[src/rtl/alu_serial_pkg.sv]
// alu_serial_pkg
// Shared definitions for the bit-serial ALU sequencer:
//   - opcode values accepted on alu_serial_ctrl.op
//   - 2-bit operation select understood by alu_bit_slice
//   - sequencer state encoding
package alu_serial_pkg;

   // Requester-facing opcodes (3'b110 / 3'b111 are illegal)
   localparam logic [2:0] OP_AND  = 3'b000;
   localparam logic [2:0] OP_OR   = 3'b001;
   localparam logic [2:0] OP_ADD  = 3'b010;
   localparam logic [2:0] OP_SUB  = 3'b011;
   localparam logic [2:0] OP_NOR  = 3'b100;
   localparam logic [2:0] OP_NAND = 3'b101;

   // Slice operation select
   localparam logic [1:0] SLICE_AND  = 2'b00;
   localparam logic [1:0] SLICE_OR   = 2'b01;
   localparam logic [1:0] SLICE_ADD  = 2'b10;
   localparam logic [1:0] SLICE_NONE = 2'b11;  // slice result forced to 0

   typedef enum logic [1:0] {
      IDLE = 2'b00,
      RUN  = 2'b01,
      DONE = 2'b10
   } state_t;

endpackage

[src/rtl/alu_serial_ctrl_slice.sv]
// alu_bit_slice
// Combinational 1-bit ALU slice with optional input inversion.
// Ports:
//   a, b        operand bits
//   ainvert     invert a before use
//   binvert     invert b before use
//   carry_in    carry into the adder
//   operation   00 AND, 01 OR, 10 ADD (sum), 11 constant 0
//   result      selected result bit
//   carry_out   adder carry out (always computed, used only for ADD/SUB)
module alu_bit_slice
   import alu_serial_pkg::*;
(
   input  logic       a,
   input  logic       b,
   input  logic       ainvert,
   input  logic       binvert,
   input  logic       carry_in,
   input  logic [1:0] operation,
   output logic       result,
   output logic       carry_out
);

   logic a_eff;
   logic b_eff;

   assign a_eff     = a ^ ainvert;
   assign b_eff     = b ^ binvert;
   assign carry_out = (a_eff & b_eff) | (a_eff & carry_in) | (b_eff & carry_in);

   always_comb begin
      result = 1'b0;
      case (operation)
         SLICE_AND: result = a_eff & b_eff;
         SLICE_OR:  result = a_eff | b_eff;
         SLICE_ADD: result = a_eff ^ b_eff ^ carry_in;
         default:   result = 1'b0;
      endcase
   end

endmodule

[src/rtl/alu_serial_ctrl.sv]
// alu_serial_ctrl
// Bit-serial WIDTH-bit ALU built around one alu_bit_slice. Operands are
// captured on an accepted start and processed LSB first, one bit per clock.
// Ports:
//   clk, rst    clock, synchronous active-high reset
//   start       request pulse (only honoured in IDLE)
//   op, a, b    opcode and operands, captured with start
//   busy        high while bits are being processed
//   done        one-cycle completion pulse
//   result      result, held until the next accepted start
//   carry_out   final carry (ADD/SUB only)
//   overflow    signed overflow (ADD/SUB only)
//   zero        result == 0, valid from done
module alu_serial_ctrl
   import alu_serial_pkg::*;
#(
   parameter int WIDTH = 8
) (
   input  logic             clk,
   input  logic             rst,
   input  logic             start,
   input  logic [2:0]       op,
   input  logic [WIDTH-1:0] a,
   input  logic [WIDTH-1:0] b,
   output logic             busy,
   output logic             done,
   output logic [WIDTH-1:0] result,
   output logic             carry_out,
   output logic             overflow,
   output logic             zero
);

   // One guard bit above what is needed to count to WIDTH-1
   localparam int CW = $clog2(WIDTH) + 1;
   localparam logic [CW-1:0] CNT_LAST = CW'(WIDTH - 1);

   state_t           state_q, state_d;
   logic [WIDTH-1:0] a_sh_q, a_sh_d;
   logic [WIDTH-1:0] b_sh_q, b_sh_d;
   logic [WIDTH-1:0] result_q, result_d;
   logic [2:0]       op_q, op_d;
   logic [CW-1:0]    cnt_q, cnt_d;
   logic             carry_q, carry_d;
   logic             carry_out_q, carry_out_d;
   logic             overflow_q, overflow_d;
   logic             zero_q, zero_d;

   // Slice control decoded from the captured opcode
   logic       ainvert;
   logic       binvert;
   logic [1:0] slice_op;
   logic       is_arith;
   logic       slice_res;
   logic       slice_cout;

   always_comb begin
      ainvert  = 1'b0;
      binvert  = 1'b0;
      slice_op = SLICE_NONE;
      is_arith = 1'b0;
      case (op_q)
         OP_AND:  slice_op = SLICE_AND;
         OP_OR:   slice_op = SLICE_OR;
         OP_ADD: begin
            slice_op = SLICE_ADD;
            is_arith = 1'b1;
         end
         OP_SUB: begin
            slice_op = SLICE_ADD;
            binvert  = 1'b1;
            is_arith = 1'b1;
         end
         // De Morgan: ~a & ~b = ~(a|b), ~a | ~b = ~(a&b)
         OP_NOR: begin
            slice_op = SLICE_AND;
            ainvert  = 1'b1;
            binvert  = 1'b1;
         end
         OP_NAND: begin
            slice_op = SLICE_OR;
            ainvert  = 1'b1;
            binvert  = 1'b1;
         end
         default: slice_op = SLICE_NONE;
      endcase
   end

   alu_bit_slice u_slice (
      .a         (a_sh_q[0]),
      .b         (b_sh_q[0]),
      .ainvert   (ainvert),
      .binvert   (binvert),
      .carry_in  (carry_q),
      .operation (slice_op),
      .result    (slice_res),
      .carry_out (slice_cout)
   );

   always_comb begin
      state_d     = state_q;
      a_sh_d      = a_sh_q;
      b_sh_d      = b_sh_q;
      result_d    = result_q;
      op_d        = op_q;
      cnt_d       = cnt_q;
      carry_d     = carry_q;
      carry_out_d = carry_out_q;
      overflow_d  = overflow_q;
      zero_d      = zero_q;

      case (state_q)
         IDLE: begin
            if (start) begin
               state_d     = RUN;
               a_sh_d      = a;
               b_sh_d      = b;
               op_d        = op;
               cnt_d       = '0;
               result_d    = '0;
               carry_out_d = 1'b0;
               overflow_d  = 1'b0;
               zero_d      = 1'b0;
               // SUB is A + ~B + 1: the +1 enters as the initial carry
               carry_d     = (op == OP_SUB);
            end
         end
         RUN: begin
            // Shift in from the MSB side so bit 0 lands in the LSB after WIDTH steps
            result_d = {slice_res, result_q[WIDTH-1:1]};
            if (is_arith) begin
               carry_d = slice_cout;
            end
            a_sh_d = a_sh_q >> 1;
            b_sh_d = b_sh_q >> 1;
            cnt_d  = cnt_q + 1'b1;
            if (cnt_q == CNT_LAST) begin
               state_d     = DONE;
               // During the MSB step carry_q still holds the carry into the MSB
               carry_out_d = is_arith & slice_cout;
               overflow_d  = is_arith & (carry_q ^ slice_cout);
               zero_d      = ~|result_d;
            end
         end
         DONE: state_d = IDLE;
         default: state_d = IDLE;
      endcase
   end

   always_ff @(posedge clk) begin
      if (rst) begin
         state_q     <= IDLE;
         a_sh_q      <= '0;
         b_sh_q      <= '0;
         result_q    <= '0;
         op_q        <= '0;
         cnt_q       <= '0;
         carry_q     <= 1'b0;
         carry_out_q <= 1'b0;
         overflow_q  <= 1'b0;
         zero_q      <= 1'b0;
      end else begin
         state_q     <= state_d;
         a_sh_q      <= a_sh_d;
         b_sh_q      <= b_sh_d;
         result_q    <= result_d;
         op_q        <= op_d;
         cnt_q       <= cnt_d;
         carry_q     <= carry_d;
         carry_out_q <= carry_out_d;
         overflow_q  <= overflow_d;
         zero_q      <= zero_d;
      end
   end

   assign busy      = (state_q == RUN);
   assign done      = (state_q == DONE);
   assign result    = result_q;
   assign carry_out = carry_out_q;
   assign overflow  = overflow_q;
   assign zero      = zero_q;

endmodule
[config.mk]
export PLATFORM = sky130hd
export DESIGN_NAME = alu_serial_ctrl
export DESIGN_NICKNAME = d
export VERILOG_FILES = /design/src/rtl/alu_serial_pkg.sv /design/src/rtl/alu_serial_ctrl_slice.sv /design/src/rtl/alu_serial_ctrl.sv
export SDC_FILE = /design/constraint.sdc
export NUM_CORES = 1
export LEC_CHECK = 0
export CORE_AREA = 2 2 61 63
export CTS_CLUSTER_DIAMETER = 60
export CTS_CLUSTER_SIZE = 10
export DETAILED_ROUTE_END_ITERATION = 7
export DIE_AREA = 0 0 63 65
export GPL_TIMING_DRIVEN = 0
export MAX_ROUTING_LAYER = met4
export PLACE_DENSITY = 0.77
export SLEW_MARGIN = 0
export SYNTH_ARGS = -nofsm -noshare
export SYNTH_HDL_FRONTEND = slang
export SYNTH_SLANG_ARGS = --single-unit
[constraint.sdc]
create_clock -name clk -period 2.5 [get_ports clk]
set_clock_uncertainty 0.15 [all_clocks]
set_input_delay 0.5 -clock clk [delete_from_list [all_inputs] [get_ports clk]]
set_output_delay 0.5 -clock clk [all_outputs]
set_load 0.02 [all_outputs]
=== After elaboration in Yosys (flattened, before gate mapping) ===
Index checks and enable logic that the tools add are counted.

* Flip-flop bits (word level): 37
* Bits in latches: 0
* Memory bits (writable): 0
* Memory bits (read-only): 0
* Input port bits: 22
* Output and inout port bits: 13
* Memories kept: 0

* Add/sub/neg operators: 1
* Multiply operators: 0
* Div/mod/pow operators: 0
* Order comparisons: 0
* Equal/unequal tests: 14
* Shift operators: 0
* Muxes and demuxes: 26
* Bitwise gates (word level): 13
* Reductions and logical operators: 16

{| class="wikitable"
|+ Operators with widths
! kind !! count
|-
| $pmux W8 S2 || 3
|-
| $mux W8 || 3
|-
| $eq A3 B2 Y1 const B || 3
|-
| $mux W1 || 9
|-
| $pmux W1 S2 || 4
|-
| $pmux W4 S2 || 1
|-
| $reduce_or A2 Y1 || 4
|-
| $reduce_or A8 Y1 || 1
|-
| $eq A3 B3 Y1 const B || 2
|-
| $pmux W2 S3 || 1
|-
| $reduce_and A2 Y1 || 3
|-
| $reduce_and A3 Y1 || 2
|-
| $and A1 B1 Y1 || 5
|-
| $xor A1 B1 Y1 || 5
|-
| $add A4 B1 Y4 const B || 1
|-
| $eq A2 B1 Y1 const B || 2
|-
| $eq A2 B2 Y1 const B || 2
|-
| $eq A4 B3 Y1 const B || 1
|-
| $logic_not A2 Y1 || 2
|-
| $mux W2 || 2
|-
| $mux W4 || 1
|-
| $ne A2 B1 Y1 const B || 2
|-
| $pmux W2 S2 || 1
|-
| $eq A3 B1 Y1 const B || 1
|-
| other kinds (7) || 9
|}

=== Logic depth before layout (Yosys ltp) ===
* Depth in word-level cells: 11
* Gate-level depth with buffers: 9
* Mapped depth without buffers: 9

=== By module ===
Synthesis repeated with hierarchy kept, for this count alone.

* Cells, all modules: 170
* Area, all modules: 1634.1 um^2

{| class="wikitable"
|+ By module, submodules not included
! module !! times used !! cells an instance !! area each (um^2) !! seq. area each (um^2)
|-
| alu_serial_ctrl || 1 || 160 || 1541.5 || 740.7
|-
| alu_bit_slice || 1 || 10 || 92.6 || 0.0
|}

=== Worst setup path after synthesis ===
OpenSTA, ideal clock, no wires.

* Kind: reg-to-reg
* Start: register op_q[1]
* End: register result_q[7] (netlist: result[7])
* Library setup time: 0.132 ns
* Data arrival time: 1.749 ns
* Path slack: 0.469 ns
* Stages on the path, launching flop included: 8
* Cells stage by stage: dfxtp_1 -> nor2b_1 -> a21o_1 -> xor2_1 -> fa_1 -> a21oi_1 -> a211o_1 -> a21oi_1

* Cells in the longest elaborated chain, start to end: 8
* Elaborated cells on any way between the ends: 25

{| class="wikitable"
|+ Ends and longest elaborated chain
! item !! RTL line !! source
|-
| start, declared || alu_serial_ctrl.sv:41 || <nowiki>logic [2:0] op_q, op_d;</nowiki>
|-
| start signal, assigned || alu_serial_ctrl.sv:166 || <nowiki>op_q <= op_d;</nowiki>
|-
| $eq A3 B3 Y1 or $eq A3 B2 Y1 (tied branches) || alu_serial_ctrl.sv:61 || <nowiki>case (op_q)</nowiki>
|-
| $reduce_or A3 Y1 (no line) or $reduce_or A2 Y1 (tied branches) || -- ||
|-
| $mux W1 || alu_serial_ctrl.sv:61 ||
|-
| $xor A1 B1 Y1 (on tied branches) || alu_serial_ctrl_slice.sv:28, alu_serial_ctrl_slice.sv:27 ||
|-
| $xor A1 B1 Y1 (2 in series) || alu_serial_ctrl_slice.sv:36 || <nowiki>SLICE_ADD: result = a_eff ^ b_eff ^ carry_in;</nowiki>
|-
| $pmux W1 S3 * || alu_serial_ctrl_slice.sv:33 || <nowiki>case (operation)</nowiki>
|-
| $pmux W8 S2 * || alu_serial_ctrl.sv:111 || <nowiki>case (state_q)</nowiki>
|-
| end signal, assigned || alu_serial_ctrl.sv:165 || <nowiki>result_q <= result_d;</nowiki>
|-
| end, declared || alu_serial_ctrl.sv:40 || <nowiki>logic [WIDTH-1:0] result_q, result_d;</nowiki>
|}

Every way passes the cells marked *; elsewhere a longest branch is shown, timed or not.
A chain may end at the register's enable or synchronous reset.

=== Worst setup path in the final report ===
* Start: register state_q[0]
* End: output port busy

* Cells in the longest elaborated chain, start to end: 1

{| class="wikitable"
|+ Ends and longest elaborated chain
! item !! RTL line !! source
|-
| start, declared || alu_serial_ctrl.sv:37 || <nowiki>state_t state_q, state_d;</nowiki>
|-
| start signal, assigned || alu_serial_ctrl.sv:162 || <nowiki>state_q <= state_d;</nowiki>
|-
| $eq A2 B1 Y1 || alu_serial_ctrl.sv:175 || <nowiki>assign busy = (state_q == RUN);</nowiki>
|-
| end, declared || alu_serial_ctrl.sv:25 || <nowiki>output logic busy,</nowiki>
|}

No other way between the ends.

==> reports/results.tsv <==
stage	metric	value	unit
final_layout	fillCellCount	333	
floorplanning	pin_count	35	
sta	setup_viol	0	
synth	synth.area.top_cells	dfxtp_1, nor2_1, a22oi_1	
global_routing	grt_pass1_wl	6310	um
synth	synth_xor_area_share	2.10	%
drt	ant_nets	0	
global_routing	grt_max_degree	12	
final_layout	post-route-util	61.0	%
floorplanning	initial_core_util	47.6	%
clock_tree	h-tree-depth	2	
worst_setup_path	worst-setup-path-type	reg -> out	
worst_setup_path	start_kind	register	
synth	synth-compound-area-share	14.2	%
power	leakage	0.871	nW
worst_setup_path	required	1.85	ns
synth	synth_nets	227	
power	clkPwrFrac	29.4	%
floorplanning	coreArea	3500	um2
synth	synth_cell_type_count	37	
synth	synth-seq-cells	37	
power	internal_power	884	uW
sta	setup_ws	0.142	ns
synth	avgSynthCellArea	8.29	um2
sta	period_needed	2.36	ns
outcome	outcome	completed	
sta	final.period_utilization	94.3	%
sta	fmax	424	MHz
synth	ys_warn_count	0	
synth	syn_inst	201	
drt	routedWlPerCell	12.5	um
place	gp_congestion	0.911	
drt	drt_iter0_markers	89	
final_layout	seq_area	741	um2
clock_tree	clk_latency	0.34	ns
sta	finalHoldViolCount	0	
clock_tree	postCtsSetupBuffers	0	
power	p_switching	319	uW
floorplanning	dieWidth	63	um
run	max_cap_violations	0	
power	peakVddDrop	0.302	mV
global_routing	grt.total_usage	19.9	%
power	power.total	1.20	mW
place	portBuffers	33	
global_routing	grt_pass1_vias	1463	
clock_tree	root_buffer	clkbuf_4	
sta	rsz0062_at_grt	no	
synth	synth_top_area_cell	dfxtp_1	
clock_tree	cts.reportedPaths.clkPinSlew	0.11	ns
power	seqPwrFrac	53.5	%
final_layout	diodes	0	
floorplanning	die_h	65	um
global_routing	overflow	0	
drt	via_count	1494	
floorplanning	rows	22	
drt	wl	3620	um
power	p_comb_share	17.1	%
clock_tree	numCtsBuffers	5	
floorplanning	dieArea	4100	um2
min_path	min_path_type	reg -> reg	
clock_tree	clk_path_buf_depth	2	
sta	tightestPinTransition	0.493	ns
drt	avgViaCountPerCell	5.15	
worst_setup_path	cp_max_fo	10	
synth	synth_ff_type	dfxtp_1	
power	p_per_area	564	nW/um2
place	dp_slack	0.201	ns
synth	syn-cell-area	1670	um2
sta	finalSetupTns	0	ns
power	p_sw_share	26.5	%
place	hpwl	2570	um
final_layout	layout.nets	267	
sta	drv_slew	0	
drt	drc	0	
clock_tree	cts_sinks	37	
synth	synth_top_family_by_area	simple AND/OR/NAND/NOR gates	
final_layout	multi_input_area	852	um2
synth	synth_edf_count	0	
synth	synth-seq-area-share	44.5	%
worst_setup_path	arrival	1.71	ns
global_routing	antenna_found_initial	0	
sta	max_slew_margin	67.1	%
worst_setup_path	end_kind	output port	
clock_tree	postCtsHoldBufs	0	
synth	synth-simple-area-share	29.5	%
final_layout	drive_above_1_share	10.3	%
synth	yosys.area_share.adder	3.46	%
final_layout	area_growth_syn_to_layout	27.9	%
synth	synthArstFlopShare	0	%
drt	firstDrtPassIters	4	
clock_tree	cts_tree	done	
synth	synth_top_area_share	44.5	%
synth	synth.area.mux_share	1.88	%
synthesized netlist by cell type (all sizes together) (3+ instances only):
cell type / n
a21oi: 9
a22oi: 10
a2bb2oi: 3
buf: 7
clkbuf: 4
dfxtp: 37
ha: 3
inv: 6
nand2: 10
nor2: 53
nor2b: 7
nor3: 8
nor4: 9
o21ai: 3
o22ai: 5
layout by cell type (no fill, tap or decap), types with 3 or more instances in the layout:
cell type / count
nor2_1: 52
dfxtp_1: 37
clkdlybuf4s50_1: 31
nand2_1: 10
a22oi_1: 10
a21oi_1: 9
nor4_1: 8
nor3_1: 8
nor2b_1: 7
buf_2: 6
inv_1: 6
clkbuf_4: 6
o22ai_1: 5
clkbuf_1: 4
a2bb2oi_1: 3
ha_1: 3
critical path, cell delays in order, from the launching register on:
cell and delay [ns]:
dfxtp_1 0.32, buf_2 0.20, nand2b_2 0.12, inv_1 0.17, clkbuf_4 0.24, clkdlybuf4s15_1 0.31
stage by stage:
stage               area, um2  std cells  hold WS (ns)
detailed placement       2060        282         0.315
floorplan                1670        201         0.313
global placement         2060        282         0.304
finish                   2130        290         0.327
CTS                      2120        290         0.329
global route             2130        290         0.362
state kept, by name (all words and copies together), names as in the netlist:
signal and flops:
a_sh_q 8, b_sh_q 8, carry_out 1, carry_q 1
cnt_q 4, op_q 3, overflow 1, result 8
state_q 2, zero 1
what timing repair did:
item / 4_1_cts / 5_1_grt
pin swaps: 0 / 0
endpoints found under the setup margin: 1 / 2
resized for setup: 1 / 3
final timing paths:
path | slack, ns | to | cells after the start | start
max | 0.14 | busy | 5 | state_q[0]
min | 0.33 | zero | 2 | zero
max reg2reg | 0.17 | result[7] | 7 | op_q[1]
min reg2reg | 0.33 | zero | 2 | zero
metal layers:
layer / up-vias / global-route usage [%] / part of all wire, %
met5: - / - / 0
met4: 0 / 6.67 / 1.2
met3: 4 / 5.56 / 3.3
met2: 35 / 32.7 / 47
met1: 683 / 23.6 / 48
li1: 772 / - / -
logic make-up (layout without fill, tap and decap cells):
family,count (synthesis),after routing
flip-flops,37,37
adder cells (fa/ha/maj),4,4
multiplexers,3,3
buffers and inverters,17,58
AND/OR/NAND/NOR,101,101
XOR/XNOR,4,4
AO/OA/AOI/OAI,35,35
power by group through the flow:
stage	clock network (mW)	registers [mW]	logic, mW
2_1_floorplan	0	0.653	0.137
3_3_place_gp	0	0.655	0.203
3_5_place_dp	0	0.656	0.205
4_1_cts	0.361	0.643	0.206
5_1_grt	0.389	0.648	0.232
6_report	0.353	0.643	0.206
cell type report:
type	instances	share of cell area, %
multi-input combinational	147	40.0
tap	48	2.82
inverter	6	1.06
sequential	37	34.8
clock inverter	1	0.235
timing repair buffer	33	15.6
buffer	11	2.47
clock buffer	7	3.05
Power figures use the tool's default switching activity.
